### config.mk
export PLATFORM = sky130hd
export DESIGN_NAME = product_accumulator
export DESIGN_NICKNAME = d
export VERILOG_FILES = /design/src/rtl/product_accumulator_pkg.sv /design/src/rtl/product_accumulator_sat_add.sv /design/src/rtl/product_accumulator.sv
export SDC_FILE = /design/constraint.sdc
export NUM_CORES = 1
export LEC_CHECK = 0
export BUFFER_PORTS_ARGS = -buffer_cell sky130_fd_sc_hd__buf_2
export CORE_UTILIZATION = 40
export DETAILED_ROUTE_END_ITERATION = 6
export GPL_TIMING_DRIVEN = 0
export PLACE_DENSITY = 0.7
export SETUP_SLACK_MARGIN = 0.15
export SLEW_MARGIN = 20
export SYNTH_ARGS = -nofsm -noshare
export SYNTH_HDL_FRONTEND = slang
export SYNTH_SLANG_ARGS = --single-unit
### constraint.sdc
create_clock -name clk -period 2.65 [get_ports clk]
set_input_delay 0 -clock clk [delete_from_list [all_inputs] [get_ports clk]]
set_output_delay 0 -clock clk [all_outputs]
set_load 0.005 [all_outputs]
### src/rtl/product_accumulator_pkg.sv
// Shared definitions for the product accumulator: FSM state type, default
// geometry constants and the counter-width helper.
// No ports; imported by product_accumulator and sat_add.
package prod_acc_pkg;

   typedef enum logic [0:0] {
      ACCUM = 1'b0,
      HOLD  = 1'b1
   } state_e;

   localparam int PROD_W_DEF     = 20;
   localparam int ACC_W_DEF      = 24;
   localparam int LEN_DEF        = 16;
   localparam int TRUNC_BITS_DEF = 4;

   // Bits needed to count 0..n-1; never less than one so LEN=1 still
   // yields a legal counter.
   function automatic int clog2(input int n);
      int w;
      w = 0;
      while ((1 << w) < n) begin
         w = w + 1;
      end
      return (w < 1) ? 1 : w;
   endfunction

endpackage

### src/rtl/product_accumulator_sat_add.sv
// Unsigned W-bit saturating adder, purely combinational (zero latency).
// Ports: a, b (addends), sum (clamped to all-ones on carry-out), ovf (carry-out).
// No flow control; the caller decides when the result is used.
module sat_add
   import prod_acc_pkg::*;
#(
   parameter int W = ACC_W_DEF
) (
   input  logic [W-1:0] a,
   input  logic [W-1:0] b,
   output logic [W-1:0] sum,
   output logic         ovf
);

   logic [W:0] full;

   always_comb begin
      full = {1'b0, a} + {1'b0, b};
      ovf  = full[W];
      sum  = full[W] ? {W{1'b1}} : full[W-1:0];
   end

endmodule

### src/rtl/product_accumulator.sv
// Sums LEN unsigned products per window with saturation and presents the
// result on a valid/ready port; out_valid is seen the cycle after the LEN-th
// accepted product. While a result waits (HOLD) in_ready is 0 and acc/sat are
// held, so output backpressure stalls the input side indefinitely.
// Ports: clk, rst_n (sync, active low), in_valid/in_ready/m (product input),
//        out_valid/out_ready/acc/sat (window result; sat qualified by out_valid).
// Build option: define APPROX_TRUNC_EN to zero the low TRUNC_BITS of each
// product before accumulation.
module product_accumulator
   import prod_acc_pkg::*;
#(
   parameter int PROD_W     = PROD_W_DEF,
   parameter int ACC_W      = ACC_W_DEF,
   parameter int LEN        = LEN_DEF,
   parameter int TRUNC_BITS = TRUNC_BITS_DEF
) (
   input  logic              clk,
   input  logic              rst_n,
   input  logic              in_valid,
   output logic              in_ready,
   input  logic [PROD_W-1:0] m,
   output logic              out_valid,
   input  logic              out_ready,
   output logic [ACC_W-1:0]  acc,
   output logic              sat
);

   localparam int CNT_W = clog2(LEN);

   state_e             state_q, state_d;
   logic [CNT_W-1:0]   cnt_q, cnt_d;
   logic [ACC_W-1:0]   sum_q, sum_d;
   logic               sat_int_q, sat_int_d;
   logic [ACC_W-1:0]   acc_q, acc_d;
   logic               sat_q, sat_d;

   logic [ACC_W-1:0]   p_ext;
   logic [ACC_W-1:0]   add_sum;
   logic               add_ovf;
   logic               sat_win;
   logic               in_xfer;

   // Handshake outputs come straight from the registered state.
   assign in_ready  = (state_q == ACCUM);
   assign out_valid = (state_q == HOLD);
   assign acc       = acc_q;
   assign sat       = sat_q;
   assign in_xfer   = in_valid & in_ready;

`ifdef APPROX_TRUNC_EN
   logic [PROD_W-1:0] trunc_mask;
   assign trunc_mask = {PROD_W{1'b1}} << TRUNC_BITS;
   assign p_ext      = ACC_W'(m & trunc_mask);
`else
   assign p_ext      = ACC_W'(m);
`endif

   sat_add #(.W(ACC_W)) u_sat_add (
      .a   (sum_q),
      .b   (p_ext),
      .sum (add_sum),
      .ovf (add_ovf)
   );

   always_comb begin
      state_d   = state_q;
      cnt_d     = cnt_q;
      sum_d     = sum_q;
      sat_int_d = sat_int_q;
      acc_d     = acc_q;
      sat_d     = sat_q;
      sat_win   = sat_int_q | add_ovf;

      case (state_q)
         ACCUM: begin
            if (in_xfer) begin
               if (cnt_q == CNT_W'(LEN - 1)) begin
                  // Last product: publish the result and re-arm the window
                  // state so the next window starts clean.
                  acc_d     = add_sum;
                  sat_d     = sat_win;
                  cnt_d     = '0;
                  sum_d     = '0;
                  sat_int_d = 1'b0;
                  state_d   = HOLD;
               end else begin
                  sum_d     = add_sum;
                  sat_int_d = sat_win;
                  cnt_d     = cnt_q + CNT_W'(1);
               end
            end
         end
         HOLD: begin
            if (out_ready) begin
               state_d = ACCUM;
            end
         end
         default: state_d = ACCUM;
      endcase
   end

   always_ff @(posedge clk) begin
      if (!rst_n) begin
         state_q   <= ACCUM;
         cnt_q     <= '0;
         sum_q     <= '0;
         sat_int_q <= 1'b0;
         acc_q     <= '0;
         sat_q     <= 1'b0;
      end else begin
         state_q   <= state_d;
         cnt_q     <= cnt_d;
         sum_q     <= sum_d;
         sat_int_q <= sat_int_d;
         acc_q     <= acc_d;
         sat_q     <= sat_d;
      end
   end

endmodule

==> results.cfg <==
[logic_synthesis]
synth_top_family_by_area = compound AO/OA/AOI/OAI gates
synth_nets = 448
ys_ff_latch = 55
synth-xor-area-share_pct = 4.28
synth_ff_type = dfxtp_1
synth_edf_count = 0
async_reset_ff_share_pct = 0
synthMuxAreaShare_pct = 0.306
netlist_area_mm2 = 0.00327
synth-simple-area-share_pct = 19.3
syn_inst = 402
yosysSeqAreaShare_pct = 33.6
synthAdderAreaFrac_pct = 8.64
yosys_warnings = 0
synth.distinct_cells = 58
syn_area_per_cell_um2 = 8.15
synth_compound_area_share_pct = 30.1

[grt]
antenna_found_initial = 0
grt_pass1_vias = 2949
overflow = 0
grt_pass1_wl_um = 14100
grt_max_degree = 17
grt.total_usage_pct = 20.6

[timing]
slew_viol_final = 0
finClkSkew_ns = 0.0157
min_period_ns = 2.41
max_slew_margin_pct = 61.7
rsz0062_at_grt = yes
tightest_slew_ns = 0.574
fin_crit_sh_pct = 90.8
finalSetupViolCount = 0
hold_ws_ns = 0.0812
hold_viol = 0
max_freq_mhz = 416

[cells_and_area]
layout-drive-gt1-share_pct = 21.7
fillers = 801
antenna_cells = 0
regArea_mm2 = 0.00110
final_area_mm2 = 0.00392
layout_commonest_cell = dfxtp_1
nNetsFinal = 511
multiInputGateArea_mm2 = 0.00214
mostFrequentLayoutCells = dfxtp_1, buf_2, nand2_1, a21oi_1, o21ai_0
area_growth_pct = 19.6
final_cells = 568

[setup_path]
cp.arrival_ns = 2.59
max_stage_delay_ns = 0.38
cp-end-kind = register
worstSetupPathType = reg -> reg
cp_max_fo = 11
critPathRequiredTime_ns = 2.83
slowest_stage = a311oi_4
start_kind = register
critical_path.cell_chain = ha_2 -> a21o_1 -> a31o_1 -> a311oi_4 -> o311a_4 -> nor2_8 -> clkbuf_16 -> nor2_2 -> a21oi_1

[flow_run]
drv_cap = 0

[power_and_ir_drop]
power_w = 0.00223
ir_worst_vdd_mv = 0.209
p_leak_nw = 1.79
power.density_mw_per_mm2 = 570

[drt]
avgViaCountPerCell = 5.63
num_vias = 3199
drtIter0Drc = 147
wire_per_inst_um = 15.4
routed_wl_um = 8730
detail-route-antenna-nets = 0
firstDrtPassIters = 4
drc = 0

[clock_tree]
root_buffer = clkbuf_8
clkSlewWorstSetupHoldPaths_ns = 0.10
cts.sinks = 55
htree_levels = 2
worstSkewPairLatency_ns = 0.32
clk_path_buf_depth = 2
cts_tree = built
cts_buffers = 5

[placed_design]
port_buffers = 49
dpl-instance-area_mm2 = 0.00365
place_inst = 553
hpwl_um = 6340
gp_congestion = 0.908

[die]
coreArea_mm2 = 0.00781
num_rows = 32
dieArea_mm2 = 0.00855
die_w_um = 92.5
pin_count = 51
start_util_pct = 41.9
die_y_um = 92.5

[run_status]
status = finished, final reports clean

[hold_path]
hold_class = in -> reg
-- where the power goes --
| group | switching (W) | internal, W | total (W) |
|---|---|---|---|
| clock network | 0.000284 | 0.000215 | 0.000499 |
| logic | 0.000490 | 0.000333 | 0.000824 |
| registers | 0.0000300 | 0.000878 | 0.000908 |
| total | 0.000805 | 0.00143 | 0.00223 |
-- cells in the mapped netlist, types with 6 or more instances --
cell type  number  area (µm²)
dfxtp_1        55        1100
nand2_1        43         161
a21oi_1        40         200
o21ai_0        36         180
nor2_1         26        97.6
ha_1           21         263
o21ai_1        21         105
clkbuf_1       15        56.3
nand3_1        12        60.1
nor2_2         10        62.6
xnor2_1        10        87.6
a21o_1          9        67.6
a31oi_1         6        37.5
and3_1          6        37.5
buf_2           6        30.0
nand4_1         6        37.5
nor2b_1         6        37.5
xor2_1          6        52.6
-- flip-flops by register name, indices dropped and copies added (netlist names) --
| name | cells |
|---|---|
| acc | 24 |
| sum_q | 24 |
| cnt_q | 4 |
| out_valid | 1 |
| sat | 1 |
| sat_int_q | 1 |
-- cells by family (layout without fill, tap and decap cells) --
group,after synthesis,in the layout
compound gates,154,154
xor+xnor,16,16
fa+ha+maj,22,22
buf+inv,26,90
flops,55,55
mux,1,1
simple gates,128,128
-- metal layers --
layer	up-vias	part of all wire (%)	track usage (%)
met1	1502	47	27.0
met3	16	5.4	3.69
met2	91	46	34.0
li1	1590	-	-
met4	0	1.9	6.64
met5	-	0	0
-- path summary, 6_finish.rpt --
check            start  endpoint  slack [ns]  depth (start not counted)
max          sum_q[13]   acc[13]        0.24                          9
min reg2reg   sum_q[9]  sum_q[9]        0.46                          2
max reg2reg  sum_q[13]   acc[13]        0.24                          9
min               m[0]  sum_q[0]        0.08                          4
-- metrics by stage --
stage | TNS [ns] | util, % | worst slack (ns)
global route | 0 | 50.1 | 0.120
finish | 0 | 50.1 | 0.244
detailed placement | -0.00315 | 46.7 | -0.00315
floorplan | 0 | - | 0.346
CTS | 0 | 48.5 | 0.187
global placement | 0 | 46.7 | 0.00565
-- area by class of cell --
cell class | count | area share [%]
repair buffers | 56 | 8.12
clock buffers | 7 | 2.21
inverters | 2 | 0.192
well taps | 102 | 3.26
multi-input cells | 321 | 54.6
flip-flops and latches | 55 | 28.1
plain buffers | 24 | 3.29
clock inverters | 1 | 0.224
-- worst max-delay path, delay by kind of cell, from the launching register on --
kind,cells,cell delay (ns)
fa+ha+maj,1,0.32
simple gates,2,0.20
buf+inv,1,0.18
compound gates,5,1.22
flops,1,0.35
-- what timing repair did --
| action | CTS | global route |
|---|---|---|
| hold buffers | 1 | 0 |
| endpoints found under the setup margin | 29 | 31 |
| buffers inserted | 4 | 1 |
| gates cloned | 0 | 1 |
| gates resized for setup | 1 | 17 |
| endpoints found under the hold margin | 1 | 0 |
| pin swaps | 2 | 5 |
(Power assumes the default switching activity.)
